File: src/rtl/cla_pipe_adder_if.sv
// Operand/result bus for the pipelined CLA adder/subtractor.
// Valid/ready on both sides: a beat moves on a rising clk edge where valid and
// ready are both 1; a source holds valid and payload stable until that edge.
interface cla_pipe_adder_if #(
  parameter int nBITS = 16
);
  logic             in_valid;
  logic             in_ready;
  logic [nBITS-1:0] ain;
  logic [nBITS-1:0] bin;
  logic             cin;
  logic             sub;
  logic             out_valid;
  logic             out_ready;
  logic [nBITS-1:0] sum;
  logic             cout;
  logic             ovf;

  modport master (
    output in_valid, ain, bin, cin, sub, out_ready,
    input  in_ready, out_valid, sum, cout, ovf
  );

  modport slave (
    input  in_valid, ain, bin, cin, sub, out_ready,
    output in_ready, out_valid, sum, cout, ovf
  );
endinterface

File: src/rtl/cla_pipe_adder.sv
// Pipelined carry-lookahead adder/subtractor: 4-bit lookahead groups spread over
// STAGES register stages, group carry handed from stage to stage.
module cla_pipe_adder #(
  parameter int nBITS  = 16,
  parameter int STAGES = 2
) (
  input  logic              clk,
  input  logic              rst_n,
  cla_pipe_adder_if.slave   bus
);
  localparam int G    = nBITS / 4;
  localparam int GPS  = (STAGES > 0) ? (G / STAGES) : 1;
  localparam int LAST = STAGES - 1;

  if ((nBITS % 4) != 0 || nBITS < 4) begin : g_bad_width
    $error("cla_pipe_adder: nBITS must be a multiple of 4 and >= 4");
  end
  if (STAGES < 1 || STAGES > G || (G % STAGES) != 0) begin : g_bad_stages
    $error("cla_pipe_adder: STAGES must be 1..nBITS/4 and divide nBITS/4");
  end

  // Returns {c4, c3, sum[3:0]}; c3 is kept because it is the carry into the MSB
  // when this is the top group.
  function automatic logic [5:0] cla4(input logic [3:0] a, input logic [3:0] b,
                                      input logic c0);
    logic [3:0] p;
    logic [3:0] g;
    logic       c1;
    logic       c2;
    logic       c3;
    logic       c4;
    p  = a ^ b;
    g  = a & b;
    c1 = g[0] | (p[0] & c0);
    c2 = g[1] | (p[1] & g[0]) | (p[1] & p[0] & c0);
    c3 = g[2] | (p[2] & g[1]) | (p[2] & p[1] & g[0]) | (p[2] & p[1] & p[0] & c0);
    c4 = g[3] | (p[3] & g[2]) | (p[3] & p[2] & g[1]) | (p[3] & p[2] & p[1] & g[0])
       | (p[3] & p[2] & p[1] & p[0] & c0);
    return {c4, c3, p ^ {c3, c2, c1, c0}};
  endfunction

  logic [STAGES-1:0] r_valid;
  logic [nBITS-1:0]  r_sum [STAGES];
  logic [nBITS-1:0]  r_a   [STAGES];
  logic [nBITS-1:0]  r_b   [STAGES];
  logic [STAGES-1:0] r_c;
  logic              r_cm;

  logic [STAGES-1:0] w_adv;
  logic [STAGES-1:0] w_src_valid;
  logic [STAGES-1:0] w_nc;
  logic              w_ncm;
  logic [nBITS-1:0]  w_nsum [STAGES];
  logic [nBITS-1:0]  w_sa   [STAGES];
  logic [nBITS-1:0]  w_sb   [STAGES];

  always_comb begin : p_stage_comb
    logic [5:0] w_res;
    logic       w_c;
    int         km;
    int         gi;
    w_adv       = '0;
    w_src_valid = '0;
    w_nc        = '0;
    w_ncm       = 1'b0;
    w_nsum      = '{default: '0};
    w_sa        = '{default: '0};
    w_sb        = '{default: '0};
    w_res       = '0;
    w_c         = 1'b0;
    km          = 0;
    gi          = 0;

    // A stage may load when it is empty or its contents move on this edge.
    w_adv[LAST] = !r_valid[LAST] || bus.out_ready;
    for (int k = LAST - 1; k >= 0; k--) begin
      w_adv[k] = !r_valid[k] || w_adv[k+1];
    end

    for (int k = 0; k < STAGES; k++) begin
      km = (k == 0) ? 0 : k - 1;
      if (k == 0) begin
        w_src_valid[k] = bus.in_valid;
        w_sa[k]        = bus.ain;
        w_sb[k]        = bus.bin ^ {nBITS{bus.sub}};
        w_c            = bus.sub | bus.cin;
        w_nsum[k]      = '0;
      end else begin
        w_src_valid[k] = r_valid[km];
        w_sa[k]        = r_a[km];
        w_sb[k]        = r_b[km];
        w_c            = r_c[km];
        w_nsum[k]      = r_sum[km];
      end
      for (int j = 0; j < GPS; j++) begin
        gi                    = k * GPS + j;
        w_res                 = cla4(w_sa[k][gi*4 +: 4], w_sb[k][gi*4 +: 4], w_c);
        w_nsum[k][gi*4 +: 4]  = w_res[3:0];
        if (k == LAST) w_ncm  = w_res[4];
        w_c                   = w_res[5];
      end
      w_nc[k] = w_c;
    end
    bus.in_ready = w_adv[0];
  end

  always_ff @(posedge clk or negedge rst_n) begin
    if (!rst_n) begin
      r_valid <= '0;
      r_c     <= '0;
      r_cm    <= 1'b0;
      for (int k = 0; k < STAGES; k++) begin
        r_sum[k] <= '0;
        r_a[k]   <= '0;
        r_b[k]   <= '0;
      end
    end else begin
      for (int k = 0; k < STAGES; k++) begin
        if (w_adv[k]) begin
          r_valid[k] <= w_src_valid[k];
          r_sum[k]   <= w_nsum[k];
          r_a[k]     <= w_sa[k];
          r_b[k]     <= w_sb[k];
          r_c[k]     <= w_nc[k];
        end
      end
      if (w_adv[LAST]) r_cm <= w_ncm;
    end
  end

  assign bus.out_valid = r_valid[LAST];
  assign bus.sum       = r_sum[LAST];
  assign bus.cout      = r_c[LAST];
  assign bus.ovf       = r_c[LAST] ^ r_cm;
endmodule
File: src/flat_wrapper.sv
// flat-port wrapper written by rule: the top's interface ports become plain ports
module cla_pipe_adder_flat 
#(
  parameter int nBITS  = 16,
  parameter int STAGES = 2
)
  (clk, rst_n, bus_in_valid, bus_ain, bus_bin, bus_cin, bus_sub, bus_out_ready, bus_in_ready, bus_out_valid, bus_sum, bus_cout, bus_ovf);
  cla_pipe_adder_if #(.nBITS(nBITS)) bus_i ();
  input  logic clk;
  input  logic rst_n;
  input wire logic [$bits(bus_i.in_valid)-1:0] bus_in_valid;
  input wire logic [$bits(bus_i.ain)-1:0] bus_ain;
  input wire logic [$bits(bus_i.bin)-1:0] bus_bin;
  input wire logic [$bits(bus_i.cin)-1:0] bus_cin;
  input wire logic [$bits(bus_i.sub)-1:0] bus_sub;
  input wire logic [$bits(bus_i.out_ready)-1:0] bus_out_ready;
  output wire logic [$bits(bus_i.in_ready)-1:0] bus_in_ready;
  output wire logic [$bits(bus_i.out_valid)-1:0] bus_out_valid;
  output wire logic [$bits(bus_i.sum)-1:0] bus_sum;
  output wire logic [$bits(bus_i.cout)-1:0] bus_cout;
  output wire logic [$bits(bus_i.ovf)-1:0] bus_ovf;
  assign bus_i.in_valid = bus_in_valid;
  assign bus_i.ain = bus_ain;
  assign bus_i.bin = bus_bin;
  assign bus_i.cin = bus_cin;
  assign bus_i.sub = bus_sub;
  assign bus_i.out_ready = bus_out_ready;
  assign bus_in_ready = bus_i.in_ready;
  assign bus_out_valid = bus_i.out_valid;
  assign bus_sum = bus_i.sum;
  assign bus_cout = bus_i.cout;
  assign bus_ovf = bus_i.ovf;
  cla_pipe_adder #(.nBITS(nBITS), .STAGES(STAGES)) u_core (.clk(clk), .rst_n(rst_n), .bus(bus_i));
endmodule
File: config.mk
export PLATFORM = sky130hd
export DESIGN_NAME = cla_pipe_adder_flat
export DESIGN_NICKNAME = d
export VERILOG_FILES = /design/src/rtl/cla_pipe_adder_if.sv /design/src/rtl/cla_pipe_adder.sv /design/src/flat_wrapper.sv
export SDC_FILE = /design/constraint.sdc
export NUM_CORES = 1
export LEC_CHECK = 0
export ABC_AREA = 1
export CAP_MARGIN = 20
export CORE_MARGIN = 1
export CORE_UTILIZATION = 34
export DETAILED_ROUTE_END_ITERATION = 10
export PLACE_DENSITY_LB_ADDON = 0.1
export SKIP_CTS_REPAIR_TIMING = 1
export SLEW_MARGIN = 20
export SYNTH_ARGS = -nofsm -noshare
export SYNTH_HDL_FRONTEND = slang
export SYNTH_SLANG_ARGS = --single-unit
File: constraint.sdc
create_clock -name clk -period 2.7 [get_ports clk]
set_clock_uncertainty 0.05 [all_clocks]
set_input_delay 0.27 -clock clk [delete_from_list [all_inputs] [get_ports clk]]
set_output_delay 0.27 -clock clk [all_outputs]
set_load 0.02 [all_outputs]
======== Word level (Yosys, flattened, before mapping) ========
Index checks and enable logic that the tools add are counted.
W data, S select, Z words.
word-level totals
  flip-flop bits (word level) ............. 61
  input port bits ......................... 38
  output and inout bits ................... 20
  word-level logic and storage cells ...... 132
operators by class
  bitwise gates (word level) .............. 119
  reductions and logical operators ........ 4
operators by type and width
  operator            number
  $and A1 B1 Y1       64
  $or A1 B1 Y1        41
  $xor A4 B4 Y4       8
  $and A4 B4 Y4       4
  $xor A16 B16 Y16    1
  $logic_not A1 Y1    2
  $logic_or A1 B1 Y1  2
  $xor A1 B1 Y1       1

======== Logic depth before layout (Yosys ltp) ========
  depth in word-level cells ............... 10
  gate-level depth with buffers ........... 13
  gate-level depth less buffers ........... 11

======== Worst setup path before layout ========
No wires, ideal clock.
  path kind ............................... input -> register
  from .................................... input bus_sub
  to ...................................... register u_core.r_sum[21] (netlist name)
  setup time .............................. 0.126 ns
  arrival time ............................ 1.903 ns
  required time ........................... 2.524 ns
  path slack .............................. 0.621 ns
  stages .................................. 13
  path buffers ............................ 2
  path through ............................ buf_6 -> buf_6 -> xor2_1 -> ha_1 -> nand2_1 -> nand2_1 -> nor2_1 -> nand2_2 -> nand2_1 -> fa_1 -> xnor2_1 -> nand2_1 -> o21ai_0
on the way
  cells in the longest elaborated chain, start to end .. 10
  elaborated cells on any way between the ends .. 20
  classes of those cells .................. bitwise: 20
ends and longest elaborated chain
  item                                                   line                                        RTL
  start: declaration                                     flat_wrapper.sv:15                          input wire logic [$bits(bus_i.sub)-1:0] bus_sub;
  $xor A16 B16 Y16                                       cla_pipe_adder.sv:85                        w_sb[k] = bus.bin ^ {nBITS{bus.sub}};
  $xor A4 B4 Y4 / $and A4 B4 Y4 (equally long branches)  cla_pipe_adder.sv:32, cla_pipe_adder.sv:33
  $and A1 B1 Y1, on equally long branches                cla_pipe_adder.sv:37, cla_pipe_adder.sv:38
  $or A1 B1 Y1 (tied with other cells) (2 in series)     cla_pipe_adder.sv:37                        c4 = g[3] | (p[3] & g[2]) | (p[3] & p[2] & g[1]) | (p[3] & p[2] & p[1] & g[0])
  $or A1 B1 Y1 / $and A1 B1 Y1 (equally long branches)   cla_pipe_adder.sv:37, cla_pipe_adder.sv:38
  $or A1 B1 Y1                                           cla_pipe_adder.sv:38                        | (p[3] & p[2] & p[1] & p[0] & c0);
  $and A1 B1 Y1                                          cla_pipe_adder.sv:34                        c1 = g[0] | (p[0] & c0);
  $or A1 B1 Y1                                           cla_pipe_adder.sv:34
  $xor A4 B4 Y4 (*)                                      cla_pipe_adder.sv:39                        return {c4, c3, p ^ {c3, c2, c1, c0}};
  end signal: indexed assignment                         cla_pipe_adder.sv:121                       r_sum[k] <= w_nsum[k];
  end: declaration                                       cla_pipe_adder.sv:43                        logic [nBITS-1:0] r_sum [STAGES];
Mark *: on every way between the ends. The rest lies on a longest branch, timed or not.
A chain may end at the register's enable or synchronous reset.

======== Final worst setup path ========
Ends and elaborated chain as after synthesis.

==> results by group <==
Detailed routing
  – Drt total wl: 5.19 mm
  – TritonRoute pass-1 iters: 4
  – Metal2 WL: 2.59 mm
  – Routed Antenna Nets: 0
  – DR top layer: met4
  – Routed length on met1: 2.40 mm
  – Routed len/inst: 11.6 µm
  – DRT iter0 DRCs: 80
  – Residual DRC: 0
  – Metal3 WL: ~160 µm
  – Vias per inst: approximately 4.4
  – Via count: about 2000

Critical path
  – Arrival time worst endpoint: 2.39 ns
  – CP startpoint kind: input pin
  – Required time worst endpoint: 2.83 ns
  – Worst r2r src: u_core.r_b[25]
  – CP Max Fanout: 6
  – Worst Setup Path Type: input pin to flip-flop
  – Worst reg2reg path depth: 8
  – Reg2reg end: u_core.bus.sum[13]
  – Reg2Reg Setup Slack: ~0.76 ns
  – Worst Setup End Kind: flip-flop

STA
  – Max-slew violation count: 0
  – Final Cycle Share: 0.838
  – Worst-Margin Slew: 0.583 ns
  – Tmin final: about 2.3 ns
  – Final TNS setup: 0 ns
  – Setup-failing EPs final: 0
  – Final Hold Viols: 0
  – Max transition margin: 0.611
  – RSZ-0062 raised after global routing: no
  – Max Fclk: 0.442 GHz

Yosys
  – Synthesized cell area: approximately 0.0026 mm²
  – Flops & latches, synth: 45
  – Simple-gate share of the synthesized area: 0.216
  – Post-synth EDFFs: 0
  – Post-synth cell types: 30
  – Top FF cell, synth: dfrtp_1
  – Mapped Nets: about 360
  – Compound-cell area share of the yosys netlist: 0.0665
  – Synth Area in XOR/XNOR: 0.0703
  – Synth warn: 0
  – Synthesized area per cell: around 8.5 µm²
  – Sequential fraction of the synthesis area: 0.430
  – Mux contribution to synthesized area: 0
  – Synth Area in Adders: 0.107
  – Post-synth ARST share: 1.00
  – Cells after Synth: 306
  – Largest family of logic cells by synthesized area: simple AND/OR/NAND/NOR gates

Pwr
  – Comb pwr share: 0.383
  – Flop pwr share: 0.424
  – Sw Pwr: approximately 730 µW
  – Sw frac: 0.340
  – Static Leak: 0.00159 µW
  – Internal: approximately 1400 µW
  – Peak supply drop: 0.195 mV
  – PD cells: 663 mW/mm²
  – Clock power frac: 0.193

Global routing
  – Vias in the first global route: just over 2000
  – Total GRT Usage: 0.146
  – Initial antenna violation count: 0
  – Largest net degree at the start of global routing: 46
  – First-pass GRT wire length: roughly 9.4 mm
  – GR Overflow Total: 0

Cells and area
  – Fraction of layout cells with a size suffix above 1: 0.0688
  – Area grow syn2layout: 24.4%
  – Leading cell type in the layout, fill and taps excluded: nand2_1
  – Ant diodes: 0
  – Fill cells: 730
  – Nets: just over 400
  – Design Area, Final: between 0.003 and 0.004 mm²
  – Final Core Density: 0.444
  – Most frequent cells in the layout: nand2_1 (101), clkdlybuf4s50_1 (56), dfrtp_1 (45)

Floorplanning
  – Core Footprint: 0.00733 mm²
  – Die W: between 80 and 90 µm
  – Starting Density: 0.357
  – Site row count: 31
  – Die H: 89.7 µm
  – Die Area: 0.00805 mm²
  – IO Count: 58

Placement
  – DP Area: 0.00316 mm²
  – PortBufs: 57
  – Gpl congestion: 0.815
  – Hpwl dp: just under 4 mm

Min path
  – Worst Min Path Start: u_core.r_sum[23]
  – Hold Path Class: flip-flop to flip-flop
  – WHS Endpoint: u_core.bus.sum[7]
  – Min-Delay Path Depth: 2

Clock tree
  – Num CTS Buffers: 5
  – Clk buf depth: 2
  – CTS sink cnt: 45
  – Clock transition at path regs: approximately 0.080 ns
  – CTS tree: done
  – Clock Latency Late Sink: 0.29 ns
  – H-tree Lvls: 2
  – CTS root buf: clkbuf_8

Status
  – Status: complete, no violations

Job
  – Maxcap violations: 0
==> routing by layer <==
| layer | GRT usage | vias to the layer above |
|---|---|---|
| li1 | - | 1023 |
| met1 | 0.182 | 910 |
| met2 | 0.251 | 35 |
| met3 | 0.0305 | 2 |
| met4 | 0.0492 | 0 |
| met5 | 0 | - |
==> stage by stage <==
stage	total power (µW)	worst slack, ns	hold slack [ns]	std cells
5_1_grt	2350	0.183	0.450	448
6_report	2160	0.438	0.425	448
4_1_cts	2200	0.402	0.134	447
3_5_place_dp	1770	0.0682	0.409	440
2_1_floorplan	1530	0.621	-0.0756	306
3_3_place_gp	1760	0.141	0.413	440
==> power by group through the flow <==
stage	registers [µW]	logic [µW]	clock network [µW]
4_1_cts	918	846	434
3_5_place_dp	931	844	0
6_report	914	828	417
2_1_floorplan	913	616	0
3_3_place_gp	928	831	0
5_1_grt	939	939	467
==> cell families after synthesis <==
logic type                 count (synthesis)
adders and majority gates                 20
AOI/OAI and AO/OA                         32
buffers and inverters                     54
xor gates and xnor gates                  21
and+or+nand+nor                          134
DFF                                       45
==> worst max-delay path by stage <==
stage          startpoint          endpoint  slack (ns)
2_1_floorplan     bus_sub  u_core.r_sum[21]        0.62
3_3_place_gp      bus_sub  u_core.r_sum[21]        0.14
3_5_place_dp      bus_sub  u_core.r_sum[20]        0.07
4_1_cts           bus_sub  u_core.r_sum[20]        0.40
5_1_grt           bus_sub  u_core.r_sum[20]        0.18
6_report          bus_sub  u_core.r_sum[21]        0.44
==> layout make-up <==
cell class	instances	area [µm²]	share of cell area
sequential	45	1130	0.346
timing repair buffer	62	608	0.187
multi-input combinational	207	1200	0.369
tap	99	124	0.0381
inverter	28	108	0.0331
clock buffer	7	86.3	0.0265
==> cell usage after synthesis, types with 2 or more instances <==
cell / n / area share
xor2_1: 10 / 0.033
nand2_1: 101 / 0.14
nor2_1: 10 / 0.014
buf_4: 16 / 0.046
buf_2: 5 / 0.0096
xnor2_1: 11 / 0.037
buf_6: 2 / 0.0086
dfrtp_1: 45 / 0.43
o21ai_1: 3 / 0.0057
fa_1: 4 / 0.031
nand3_2: 2 / 0.0077
o21ai_0: 18 / 0.034
nand2_2: 3 / 0.0072
a21oi_1: 6 / 0.011
a21o_1: 2 / 0.0057
nand3_1: 12 / 0.023
inv_1: 26 / 0.037
or2_2: 3 / 0.0072
ha_1: 16 / 0.077
==> flip-flops by register name, summed over array words and instances (netlist names) <==
register / flops
u_core.r_a: 8
u_core.r_b: 8
u_core.r_sum: 8
u_core.r_cm: 1
u_core.r_valid: 2
u_core.r_c: 2
u_core.bus.sum: 16
==> worst max-delay path: stages <==
cell and delay (ns):
clkdlybuf4s50_1 0.57, xor2_1 0.22, ha_1 0.36, nand2_1 0.07, nand2_1 0.07, nor2_1 0.05
nand2_2 0.06, nand2_1 0.08, fa_1 0.38, xnor2_1 0.13, nand2_1 0.05, o21ai_0 0.07
Note: power is estimated with default switching activity, not from simulation.
